**src/rtl/tl_write_back_pkg.sv**
```systemverilog
// tl_write_back_pkg: shared MIPS write-back widths and control-field bit positions.
package tl_write_back_pkg;
    localparam int WB_LEN        = 32;
    localparam int WB_NB_CTRL    = 2;
    localparam int WB_NB_ADDR    = 5;
    localparam int CTRL_REGWRITE = 1;
    localparam int CTRL_MEMTOREG = 0;
endpackage

```
**src/rtl/tl_write_back_mux2_wb.sv**
```systemverilog
// mux2_wb: write-back data selector, memory word when i_sel is set, ALU result otherwise.
module mux2_wb #(
    parameter int len = 32
) (
    input  logic           i_sel,
    input  logic [len-1:0] i_mem,
    input  logic [len-1:0] i_alu,
    output logic [len-1:0] o_data
);
    assign o_data = i_sel ? i_mem : i_alu;
endmodule

```
**src/rtl/tl_write_back.sv**
```systemverilog
// tl_write_back: MIPS write-back stage, one-cycle registered data/address/strobe to the register bank.
module tl_write_back
    import tl_write_back_pkg::*;
#(
    parameter int len                  = WB_LEN,
    parameter int NB_CTRL_WB           = WB_NB_CTRL,
    parameter int NB_ADDRESS_REGISTROS = WB_NB_ADDR
) (
    input  logic                            i_clk,
    input  logic                            i_reset,
    input  logic                            i_enable,
    input  logic                            i_valid,
    input  logic [len-1:0]                  i_read_data,
    input  logic [len-1:0]                  i_result_alu,
    input  logic [NB_CTRL_WB-1:0]           i_ctrl_wb,
    input  logic [NB_ADDRESS_REGISTROS-1:0] i_write_reg,
    output logic [len-1:0]                  o_write_data,
    output logic [NB_ADDRESS_REGISTROS-1:0] o_write_reg,
    output logic                            o_RegWrite,
    output logic                            o_valid
);
    logic [len-1:0] w_sel_data;

    mux2_wb #(.len(len)) u_mux (
        .i_sel  (i_ctrl_wb[CTRL_MEMTOREG]),
        .i_mem  (i_read_data),
        .i_alu  (i_result_alu),
        .o_data (w_sel_data)
    );

    // Register 0 is hardwired to zero, so its write strobe is suppressed here.
    always_ff @(posedge i_clk or posedge i_reset) begin
        if (i_reset) begin
            o_write_data <= '0;
            o_write_reg  <= '0;
            o_RegWrite   <= 1'b0;
            o_valid      <= 1'b0;
        end else if (i_enable) begin
            o_write_data <= w_sel_data;
            o_write_reg  <= i_write_reg;
            o_RegWrite   <= i_ctrl_wb[CTRL_REGWRITE] && i_valid && (i_write_reg != '0);
            o_valid      <= i_valid;
        end
    end
endmodule

```
**config.mk**
```make
export PLATFORM = sky130hd
export DESIGN_NAME = tl_write_back
export DESIGN_NICKNAME = d
export VERILOG_FILES = /design/src/rtl/tl_write_back_pkg.sv /design/src/rtl/tl_write_back_mux2_wb.sv /design/src/rtl/tl_write_back.sv
export SDC_FILE = /design/constraint.sdc
export NUM_CORES = 1
export LEC_CHECK = 0
export ABC_AREA = 1
export ABC_CLOCK_PERIOD_IN_PS = 1450
export CAP_MARGIN = 40
export CELL_PAD_IN_SITES_DETAIL_PLACEMENT = 0
export CELL_PAD_IN_SITES_GLOBAL_PLACEMENT = 1
export CORE_MARGIN = 4
export CORE_UTILIZATION = 25
export CTS_CLUSTER_SIZE = 30
export DETAILED_ROUTE_END_ITERATION = 12
export MAX_ROUTING_LAYER = met4
export PLACE_DENSITY = 0.84
export RECOVER_POWER = 100
export SYNTH_ARGS = -nofsm -noshare
export SYNTH_HDL_FRONTEND = slang
export SYNTH_SLANG_ARGS = --single-unit
```
**constraint.sdc**
```tcl
create_clock -name i_clk -period 1.45 [get_ports i_clk]
set_input_delay 0.29 -clock i_clk [delete_from_list [all_inputs] [get_ports i_clk]]
set_output_delay 0.29 -clock i_clk [all_outputs]
set_load 0.02 [all_outputs]
```
== Word level (Yosys, flattened, before mapping) ==
Cells that the tools add are included.

* Reductions and logical operators: 3
* Multiplexer cells: 1

{| class="wikitable"
|+ Operators by type and width
! kind !! count
|-
| 2-to-1 mux 32 bit || 1
|-
| nonzero test 5 bit || 1
|-
| logical AND 1 bit || 2
|}

* Word-level logic and storage cells: 8
* Output and inout port bits: 39
* Register bits: 39
* Bits of input ports: 75

== Depth between registers and ports, before layout ==
* Word-level depth: 2
* Mapped depth: 5

== Cells and area by module ==
Synthesis repeated with hierarchy kept, for this count alone.

* Cell total of the unflattened synthesis: 275
* Area, all modules: 2016.9 µm²

{| class="wikitable"
|+ By module, submodules not included
! module !! times used !! cells each !! area an instance (µm²)
|-
| tl_write_back || 1 || 171 || 1525.2
|-
| mux2_wb || 1 || 104 || 491.7
|}

== Worst setup path before layout ==
No wires, ideal clock.

* Path kind: in2reg
* Start point: input i_enable
* End point: register o_write_data[10]
* Path slack: 0.643 ns
* Required time: 1.329 ns
* Stages on the path: 5
* Arrival time: 0.686 ns
* Cell sequence: buf_6 -> inv_2 -> buf_4 -> nand2_1 -> o21ai_1

{| class="wikitable"
|+ RTL lines
! item !! line !! RTL
|-
| start: declaration || tl_write_back.sv:11 || <nowiki>input logic i_enable,</nowiki>
|-
| end signal: assignment || tl_write_back.sv:39 || <nowiki>o_write_data <= w_sel_data;</nowiki>
|-
| end: declaration || tl_write_back.sv:17 || <nowiki>output logic [len-1:0] o_write_data,</nowiki>
|}

== Final worst setup path ==
* Start point: register o_RegWrite
* End point: output o_RegWrite

{| class="wikitable"
|+ RTL lines
! item !! line !! RTL
|-
| start: declaration || tl_write_back.sv:19 || <nowiki>output logic o_RegWrite,</nowiki>
|-
| start signal: assignment || tl_write_back.sv:41 || <nowiki>o_RegWrite <= i_ctrl_wb[CTRL_REGWRITE] && i_valid && (i_write_reg != '0);</nowiki>
|}

No word-level cell between the ends.

==> flow_summary.toml <==
[critical_path]
cpMaxStageDelayCell = "dfrtp_1"
path_buf_inv = 1
critPathKind = "reg2out"
critPathMaxFanout = 2
critPathMaxStageDelay_ns = 0.39
crit_family = "flip-flops"
cp.required_ns = 1.16
arrival_ns = 1.00
end_kind = "primary output"
crit_path_cell_trace = "dlygate4sd2_1"
cp-start-kind = "flop"

[power_and_ir_drop]
pwr-share-comb_pct = 26.8
p_sw_share_pct = 29.1
p_leak_nw = 1.34
switchingPower_mw = 0.775
power_density_nw_per_um2 = 893
p_seq_share_pct = 47.2
total_power_mw = 2.66
power.internal_mw = 1.89
peakVddDrop_uv = 305
p_clk_share_pct = 26.0

[clock_tree]
cts_tree = "yes"
clock_latency_ns = 0.28
cts-buffers-inserted = 5
root_buffer = "clkbuf_8"
clockBufferDepth = 2
path_clk_slew_ns = 0.07
htree_levels = 2
cts.sinks = 39
cts_setup_buffers = 0

[synth]
synth_area_leader_cell = "dfrtp_1"
yosys_warnings = 0
syn_area_sq_um = 1780
synth_fp_nets = 285
synth-seq-cells = 39
syn_avg_cell_area_sq_um = 8.45
synthTopCellsByArea = "dfrtp_1 55%, o21ai_1 11%, nand2_1 11%"
postSynthCellCount = 210
synth_top_area_share_pct = 55.0
yosysUniqueCellTypes = 11
synth.yosys.seq_area_share_pct = 55.0

[route]
vias = 1805
drc = 0
first_pass_iters = 4
avgRoutedWirePerCell_um = 12.9
wirelength_um = 5400
vias_per_cell = 4.30
postRouteAntennaNets = 0
drt_iter0_drc = 65

[global_route]
grt_overflow = 0
grt_pass1_vias = 1828
grt_usage_pct = 13.6
grt_pass1_wl_um = 9080
grt_max_degree = 41
grt_antenna_before_repair = 0

[floorplanning]
floorplan.initialDensity_pct = 26.0
die-area_sq_um = 8510
ios = 114
design.core.area_sq_um = 6830
die_w_um = 92.3
fp.dieH_um = 92.3
rows = 30

[final_layout]
ff_latch_area_sq_um = 976
area_growth_pct = 67.8
final_area_sq_um = 2980
filler_cell_count = 708
layout_common_cells = "74 x clkdlybuf4s50_1, 56 x o21ai_0, 51 x nand2_1, 39 x dfrtp_1, 39 x dlygate4sd2_1"
multi_input_area_sq_um = 653
largest_reg_flops = 32
finalNetCount = 398
drive_gt1_share_pct = 4.63
final_common_cell = "clkdlybuf4s50_1"
diodes = 0

[placement]
dpl.hpwl_um = 3960
dpl_cell_area_sq_um = 2980
routabilityCongestion = 0.706
portBuffers = 113
pre_cts_ws_ns = -0.155

[timing]
timing.fmax_ghz = 0.777
relSlewSlack_pct = 40.9
min_period_ns = 1.29
final-setup-viol-count = 0
final-max-slew-violation-count = 0
fin_ws_ns = 0.163
skew_ns = 0
hold_ws_ns = 0.471
finalHoldViolCount = 0
rsz0062_at_grt = "no"
period_share_pct = 88.8
worst_pin_slew_ns = 0.887

[outcome]
outcome = "finished clean"

[worst_hold_path]
min_path_type = "reg2reg"

[run]
max_cap_viol_count = 0
[routing by layer]
| metal | track usage [%] | share of wire [%] |
|---|---|---|
| met4 | 2.97 | 0.35 |
| met2 | 21.2 | 46 |
| met3 | 4.27 | 7.7 |
| met5 | - | 0 |
| met1 | 17.3 | 46 |
[power by group through the flow]
stage / clock network, mW / registers (mW) / logic, mW
finish: 0.692 / 1.26 / 0.713
global placement: 0 / 1.28 / 0.828
detailed placement: 0 / 1.28 / 0.832
floorplan: 0 / 1.42 / 0.211
CTS: 0.732 / 1.26 / 0.753
global route: 0.792 / 1.27 / 0.782
[path summary, 6_finish.rpt]
path                                        from                to  slack, ns  cells after the start
worst min-delay path              o_write_reg[3]    o_write_reg[3]       0.47                      2
min in group asynchronous                i_reset  o_write_data[15]       0.58                      3
worst max register to register  o_write_data[21]  o_write_data[21]       0.78                      2
worst max-delay path                  o_RegWrite        o_RegWrite       0.16                      1
max in group asynchronous                i_reset   o_write_data[5]       0.32                      3
worst min register to register    o_write_reg[3]    o_write_reg[3]       0.47                      2
[Yosys cell counts]
library cell  count
o21ai_0          26
nand2_1          51
nand3_1           1
buf_6             6
nor2_1           35
inv_1             3
buf_4             7
dfrtp_1          39
inv_2             2
o21ai_1          39
clkbuf_4          1
[repair_timing]
action / in CTS / in global routing
cloned: 0 / 0
pin swaps: 0 / 0
setup endpoints to repair: 39 / 1
resized for setup: 39 / 2
hold buffers: 0 / 0
[stage by stage]
stage               utilization (%)  TNS [ns]  cells
floorplan                         -         0    210
global placement               43.6     -1.44    412
detailed placement             43.6     -3.88    412
CTS                            44.0         0    420
global route                   43.6         0    420
finish                         43.6         0    420
[area by class of cell]
class                           instances  share of cell area (%)
Clock buffer                            7                    2.56
Clock inverter                          1                   0.168
Inverter                                5                   0.714
Multi-Input combinational cell        152                    21.9
Sequential cell                        39                    32.8
Tap cell                               96                    4.03
Timing Repair Buffer                  120                    37.8
[kinds of logic after synthesis]
group | synth area share, %
flip-flops | 55.0
AO/OA/AOI/OAI | 18.3
buffers and inverters | 8.25
AND/OR/NAND/NOR | 18.5
[worst register-to-register path: stages, from the launching register on]
cell and delay, ns:
dfrtp_1 0.38, nand2_1 0.07, o21ai_0 0.09
No activity file was read; power rests on OpenSTA's default activity.
